[src/rtl/fetch_unit_pkg.sv]
// Shared fetch-path types: word/opcode types, halt opcode and the queued fetch entry.
package fetch_unit_pkg;

    localparam int unsigned WORD_W = 32;
    localparam int unsigned OP_W   = 6;

    typedef logic [WORD_W-1:0] word_t;
    typedef logic [OP_W-1:0]   opcode_t;

    localparam opcode_t HALT = 6'b111111;

    typedef struct packed {
        word_t instr;
        word_t pc;
    } fetch_entry_t;

endpackage : fetch_unit_pkg

[src/rtl/fetch_fifo.sv]
// Synchronous FIFO for fetched entries; flush wins over push and pop, occupancy decides full/empty.
module fetch_fifo #(
    parameter int unsigned DEPTH = 4,
    parameter int unsigned WIDTH = 64,
    localparam int unsigned PTR_W = $clog2(DEPTH),
    localparam int unsigned CNT_W = $clog2(DEPTH + 1)
) (
    input  logic             clk,
    input  logic             rst_n,
    input  logic             push,
    input  logic             pop,
    input  logic             flush,
    input  logic [WIDTH-1:0] wdata,
    output logic [WIDTH-1:0] rdata,
    output logic             full,
    output logic             empty,
    output logic [CNT_W-1:0] count
);

    logic [WIDTH-1:0] mem [DEPTH];
    logic [PTR_W-1:0] wptr;
    logic [PTR_W-1:0] rptr;
    logic             do_push;
    logic             do_pop;

    assign full    = (count == CNT_W'(DEPTH));
    assign empty   = (count == '0);
    assign do_push = push & ~full;
    assign do_pop  = pop & ~empty;
    assign rdata   = mem[rptr];

    always_ff @(posedge clk) begin
        if (!rst_n) begin
            wptr  <= '0;
            rptr  <= '0;
            count <= '0;
        end else if (flush) begin
            wptr  <= '0;
            rptr  <= '0;
            count <= '0;
        end else begin
            if (do_push) wptr <= wptr + PTR_W'(1);
            if (do_pop)  rptr <= rptr + PTR_W'(1);
            count <= count + CNT_W'(do_push) - CNT_W'(do_pop);
        end
    end

    // Storage needs no reset: occupancy alone says which slots are live.
    always_ff @(posedge clk) begin
        if (rst_n && !flush && do_push) mem[wptr] <= wdata;
    end

endmodule : fetch_fifo

[src/rtl/fetch_unit.sv]
// Instruction-fetch front end: fetch PC, imem request, halt tracking and redirect control
// around a small queue of {instr, pc} entries.
module fetch_unit
    import fetch_unit_pkg::*;
#(
    parameter int unsigned      WORD_W  = 32,
    parameter logic [WORD_W-1:0] PC_INIT = '0,
    parameter int unsigned      DEPTH   = 4,
    parameter opcode_t          HALT_OP = HALT,
    localparam int unsigned     CNT_W   = $clog2(DEPTH + 1)
) (
    input  logic              CLK,
    input  logic              nRST,
    output logic              imemREN,
    output logic [WORD_W-1:0] imemaddr,
    input  logic [WORD_W-1:0] imemload,
    input  logic              ihit,
    input  logic              redirect,
    input  logic [WORD_W-1:0] redirect_addr,
    input  logic              stall,
    output logic              instr_valid,
    output logic [WORD_W-1:0] instr,
    output logic [WORD_W-1:0] instr_pc,
    output logic [WORD_W-1:0] instr_npc,
    output logic [CNT_W-1:0]  count,
    output logic              halted
);

    typedef struct packed {
        logic [WORD_W-1:0] instr;
        logic [WORD_W-1:0] pc;
    } entry_t;

    logic [WORD_W-1:0] fpc;
    logic              halt_seen;
    logic              full;
    logic              empty;
    logic              push;
    logic              pop;
    entry_t            wr_entry;
    entry_t            head;

    assign imemaddr    = fpc;
    assign imemREN     = ~halt_seen & ~full & ~redirect & ~halted;
    assign push        = imemREN & ihit;
    assign pop         = ~empty & ~stall & ~redirect;
    assign wr_entry    = '{instr: imemload, pc: fpc};
    assign instr_valid = ~empty;

    // Head fields read as zero whenever the queue is empty.
    assign instr     = instr_valid ? head.instr : '0;
    assign instr_pc  = instr_valid ? head.pc : '0;
    assign instr_npc = instr_valid ? head.pc + WORD_W'(4) : '0;

    fetch_fifo #(
        .DEPTH (DEPTH),
        .WIDTH (2 * WORD_W)
    ) u_fifo (
        .clk   (CLK),
        .rst_n (nRST),
        .push  (push),
        .pop   (pop),
        .flush (redirect),
        .wdata (wr_entry),
        .rdata (head),
        .full  (full),
        .empty (empty),
        .count (count)
    );

    // Redirect restarts fetch at a word-aligned address and re-arms fetch after a halt fetch.
    always_ff @(posedge CLK) begin
        if (!nRST) begin
            fpc       <= PC_INIT;
            halt_seen <= 1'b0;
        end else if (redirect) begin
            fpc       <= {redirect_addr[WORD_W-1:2], 2'b00};
            halt_seen <= 1'b0;
        end else if (push) begin
            fpc <= fpc + WORD_W'(4);
            if (imemload[WORD_W-1 -: OP_W] == HALT_OP) halt_seen <= 1'b1;
        end
    end

    always_ff @(posedge CLK) begin
        if (!nRST) begin
            halted <= 1'b0;
        end else if (pop && (head.instr[WORD_W-1 -: OP_W] == HALT_OP)) begin
            halted <= 1'b1;
        end
    end

endmodule : fetch_unit

[config.mk]
export PLATFORM = sky130hd
export DESIGN_NAME = fetch_unit
export DESIGN_NICKNAME = d
export VERILOG_FILES = /design/src/rtl/fetch_unit_pkg.sv /design/src/rtl/fetch_fifo.sv /design/src/rtl/fetch_unit.sv
export SDC_FILE = /design/constraint.sdc
export NUM_CORES = 1
export LEC_CHECK = 0
export ABC_AREA = 1
export CAP_MARGIN = 10
export CORE_UTILIZATION = 30
export CTS_CLUSTER_SIZE = 12
export DETAILED_ROUTE_END_ITERATION = 10
export PLACE_DENSITY = 0.52
export SLEW_MARGIN = 20
export SYNTH_ARGS = -nofsm -noshare
export SYNTH_HDL_FRONTEND = slang
export SYNTH_SLANG_ARGS = --single-unit
[constraint.sdc]
create_clock -name CLK -period 5.4 [get_ports CLK]
set_input_delay 1.08 -clock CLK [delete_from_list [all_inputs] [get_ports CLK]]
set_output_delay 1.08 -clock CLK [all_outputs]
set_load 0.01 [all_outputs]
==> flow_summary.toml, run 1 <==
[global_route]
antenna_found_initial = 1
gr-usage-all-layers_pct = 17.6
grt_pass1_vias = 10800
gr-total-overflow = 0
grt_max_degree = 84
grt_pass1_wl_mm = 62.8

[run_status]
status = "finished clean"

[timing]
max_freq_mhz = 207
setup_viol = 0
finalCritPeriodShare_pct = 89.6
hold_viol_final = 0
min_period_ps = 4840
slew_violations = 0
finalClockSkew_ps = 29.2
tightestPinTransition_ps = 1060
rsz0062_at_grt = "no"
slew_headroom_pct = 29.3
fin_tns_setup_ps = 0

[placed_design]
portBuffers = 194
gp_congestion = 0.881
hpwl_mm = 26.4
numPlacedInstances = 2305

[synthesis]
synth.avg_cell_area_um2 = 8.89
async_flop_share_pct = 0
yosys.area.top_type_share_pct = 53.7
synth_top_cell_by_area = "edfxtp_1"
ys_seq_area_share_pct = 59.6
synth_area_mm2 = 0.0139
synth-seq-cells = 289
synth.distinct_cells = 38
netlist_top_cells_area = "edfxtp_1, nand2_1, nor2_1"
syn_inst = 1561
synth_edf_count = 248
yosys_warnings = 0
ys.flop_type = "edfxtp_1"

[clocking]
cts-resized-gates = 0
cts_root_buffer = "clkbuf_16"
worstSkewPairLatency_ps = 530
cts_buffers = 34
clock-sinks = 289
cts_hold_buf = 0
cts_buffer_depth = 3
clk_pin_slew_ps = 50
ctsHtreeMaxLevel = 2
tritoncts = "yes"
post-cts-setup-buffer-count = 0

[routing]
drtIter0Drc = 662
drc_errors = 0
drtPass1Iterations = 5
detail_route.wirelength_mm = 41.6
ant_nets = 0
wire_per_inst_um = 17.6
via_count = 11100
viasPerCell = 4.69

[floorplan]
placementRows = 78
core_mm2 = 0.0455
ios = 203
start_util_pct = 30.5
die_area_mm2 = 0.0471
die_h_um = 217
die_x_um = 217

[setup_path]
crit_type = "flip-flop to output port"
start_kind = "flip-flop"
path_max_fanout = 42
crit_required_ps = 4320
critPathCaptureType = "output port"
arrival_ps = 3760

[layout]
post-route-util_pct = 38.2
layout.cells.non_filler = 2364
mostFrequentLayoutCells = "nand2_1, nor2_1, edfxtp_1"
fin_nets = 1819
synthToLayoutAreaGrowth_pct = 25.3
layout_commonest_cell = "nand2_1"
drive_above_1_share_pct = 5.22

[pwr]
pwr-share-comb_pct = 8.1
power.share.sequential_pct = 50.5
ir_drop_mv = 0.172
p_sw_uw = 1160
clockPowerShare_pct = 41.4
power_switching_share_pct = 23.4
p_int_uw = 3800
power_density_mw_per_mm2 = 285
p_leak_uw = 0.00653

[worst_hold_path]
hold_class = "flip-flop to flip-flop"

[run]
maxCapViolations = 0
layer usage:
layer,up-vias,global-route usage [%],wire length (um),share of wire [%]
met1,5223,23.4,18900,45
met2,292,28.7,19400,47
met5,-,0,0,0
li1,5513,-,-,-
met3,70,3.28,2170,5.2
met4,0,6.38,1190,2.8
worst paths after layout:
check | start | to | cells after the start | slack (ps)
setup / recovery | flip-flop | instr_npc[31] | 13 | 560
hold / removal | u_fifo.rptr[1]$_SDFFE_PP0P_ | flip-flop | 2 | 470
setup reg to reg | u_fifo.count[2]$_SDFF_PP0_ | u_fifo.count[2]$_SDFF_PP0_ | 9 | 2040
hold reg to reg | u_fifo.rptr[1]$_SDFFE_PP0P_ | flip-flop | 2 | 470
cells in the mapped netlist (7+ instances only):
cell	n
nand4_1	7
a31oi_1	9
clkbuf_1	26
nand3_1	104
o21ai_0	96
buf_6	7
nor2_1	257
a21oi_1	64
xor2_1	14
ha_1	8
nor3_1	15
edfxtp_1	248
nor2_2	8
buf_4	13
dfxtp_1	41
buf_2	26
inv_1	111
nand2_1	468
metrics by stage:
| step | instance area (um2) | hold slack [ps] | setup slack, ps | total power (uW) |
|---|---|---|---|---|
| after floorplan | 13900 | 436 | 208 | 2710 |
| after global placement | 16400 | 445 | 1150 | 2950 |
| after detailed placement | 16400 | 454 | 1130 | 2960 |
| after CTS | 17400 | 469 | 544 | 5030 |
| after global routing | 17400 | 504 | 287 | 5150 |
| final | 17400 | 466 | 563 | 4960 |
area by class of cell:
cell class              count  area (um2)
diodes                      1        2.50
clock buffers              43         885
clock inverters            15        87.6
fillers                  4622       28100
inverters                 113         427
multi-input cells        1089        4820
flip-flops and latches    289        8270
well taps                 600         751
repair buffers            214        2140
flip-flops by register name (all words and copies together) (netlist names), named ones only:
signal	cells
imemaddr	30
u_fifo.count	3
u_fifo.wptr	2
halted	1
halt_seen	1
u_fifo.mem	248
u_fifo.rptr	2
critical path, cell delays in order, from the launching register on:
cell and delay (ps):
dfxtp_4 400, inv_4 250, buf_4 490, nand2_1 150, nand2_1 100, nand2_1 50
nand2_1 140, nand2_1 110, nor2_1 210, nand2_1 110, nor2_2 180, a21oi_1 90
nor2_1 280, clkdlybuf4s50_1 610
cells by family (layout without fill, tap and decap cells):
group	Yosys count	count (layout)	synth area share [%]
AOI/OAI and AO/OA	185	185	7.08
xor gates and xnor gates	17	17	1.07
adders and majority gates	9	9	0.865
buffers and inverters	188	385	6.08
DFF	289	289	59.6
other	1	7	0.0270
and+or+nand+nor	872	872	25.3
power groups by stage:
| stage | clock network, uW | logic, uW | registers (uW) |
|---|---|---|---|
| detailed placement | 0 | 407 | 2550 |
| global placement | 0 | 404 | 2550 |
| global route | 2210 | 441 | 2510 |
| CTS | 2120 | 409 | 2500 |
| floorplan | 0 | 173 | 2540 |
| finish | 2050 | 403 | 2500 |
Power figures use the tool's default switching activity.
==> run 2, diff against run 1 <==
--- a/config.mk
+++ b/config.mk
@@ -6,12 +6,12 @@
 export NUM_CORES = 1
 export LEC_CHECK = 0
 export ABC_AREA = 1
-export CAP_MARGIN = 10
+export CAP_MARGIN = 0
 export CORE_UTILIZATION = 30
 export CTS_CLUSTER_SIZE = 12
 export DETAILED_ROUTE_END_ITERATION = 10
 export PLACE_DENSITY = 0.52
-export SLEW_MARGIN = 20
+export SLEW_MARGIN = 10
 export SYNTH_ARGS = -nofsm -noshare
 export SYNTH_HDL_FRONTEND = slang
 export SYNTH_SLANG_ARGS = --single-unit
==> results of run 2 <==
Same layout as run 1: the final DEF is identical, and so are final timing and power.
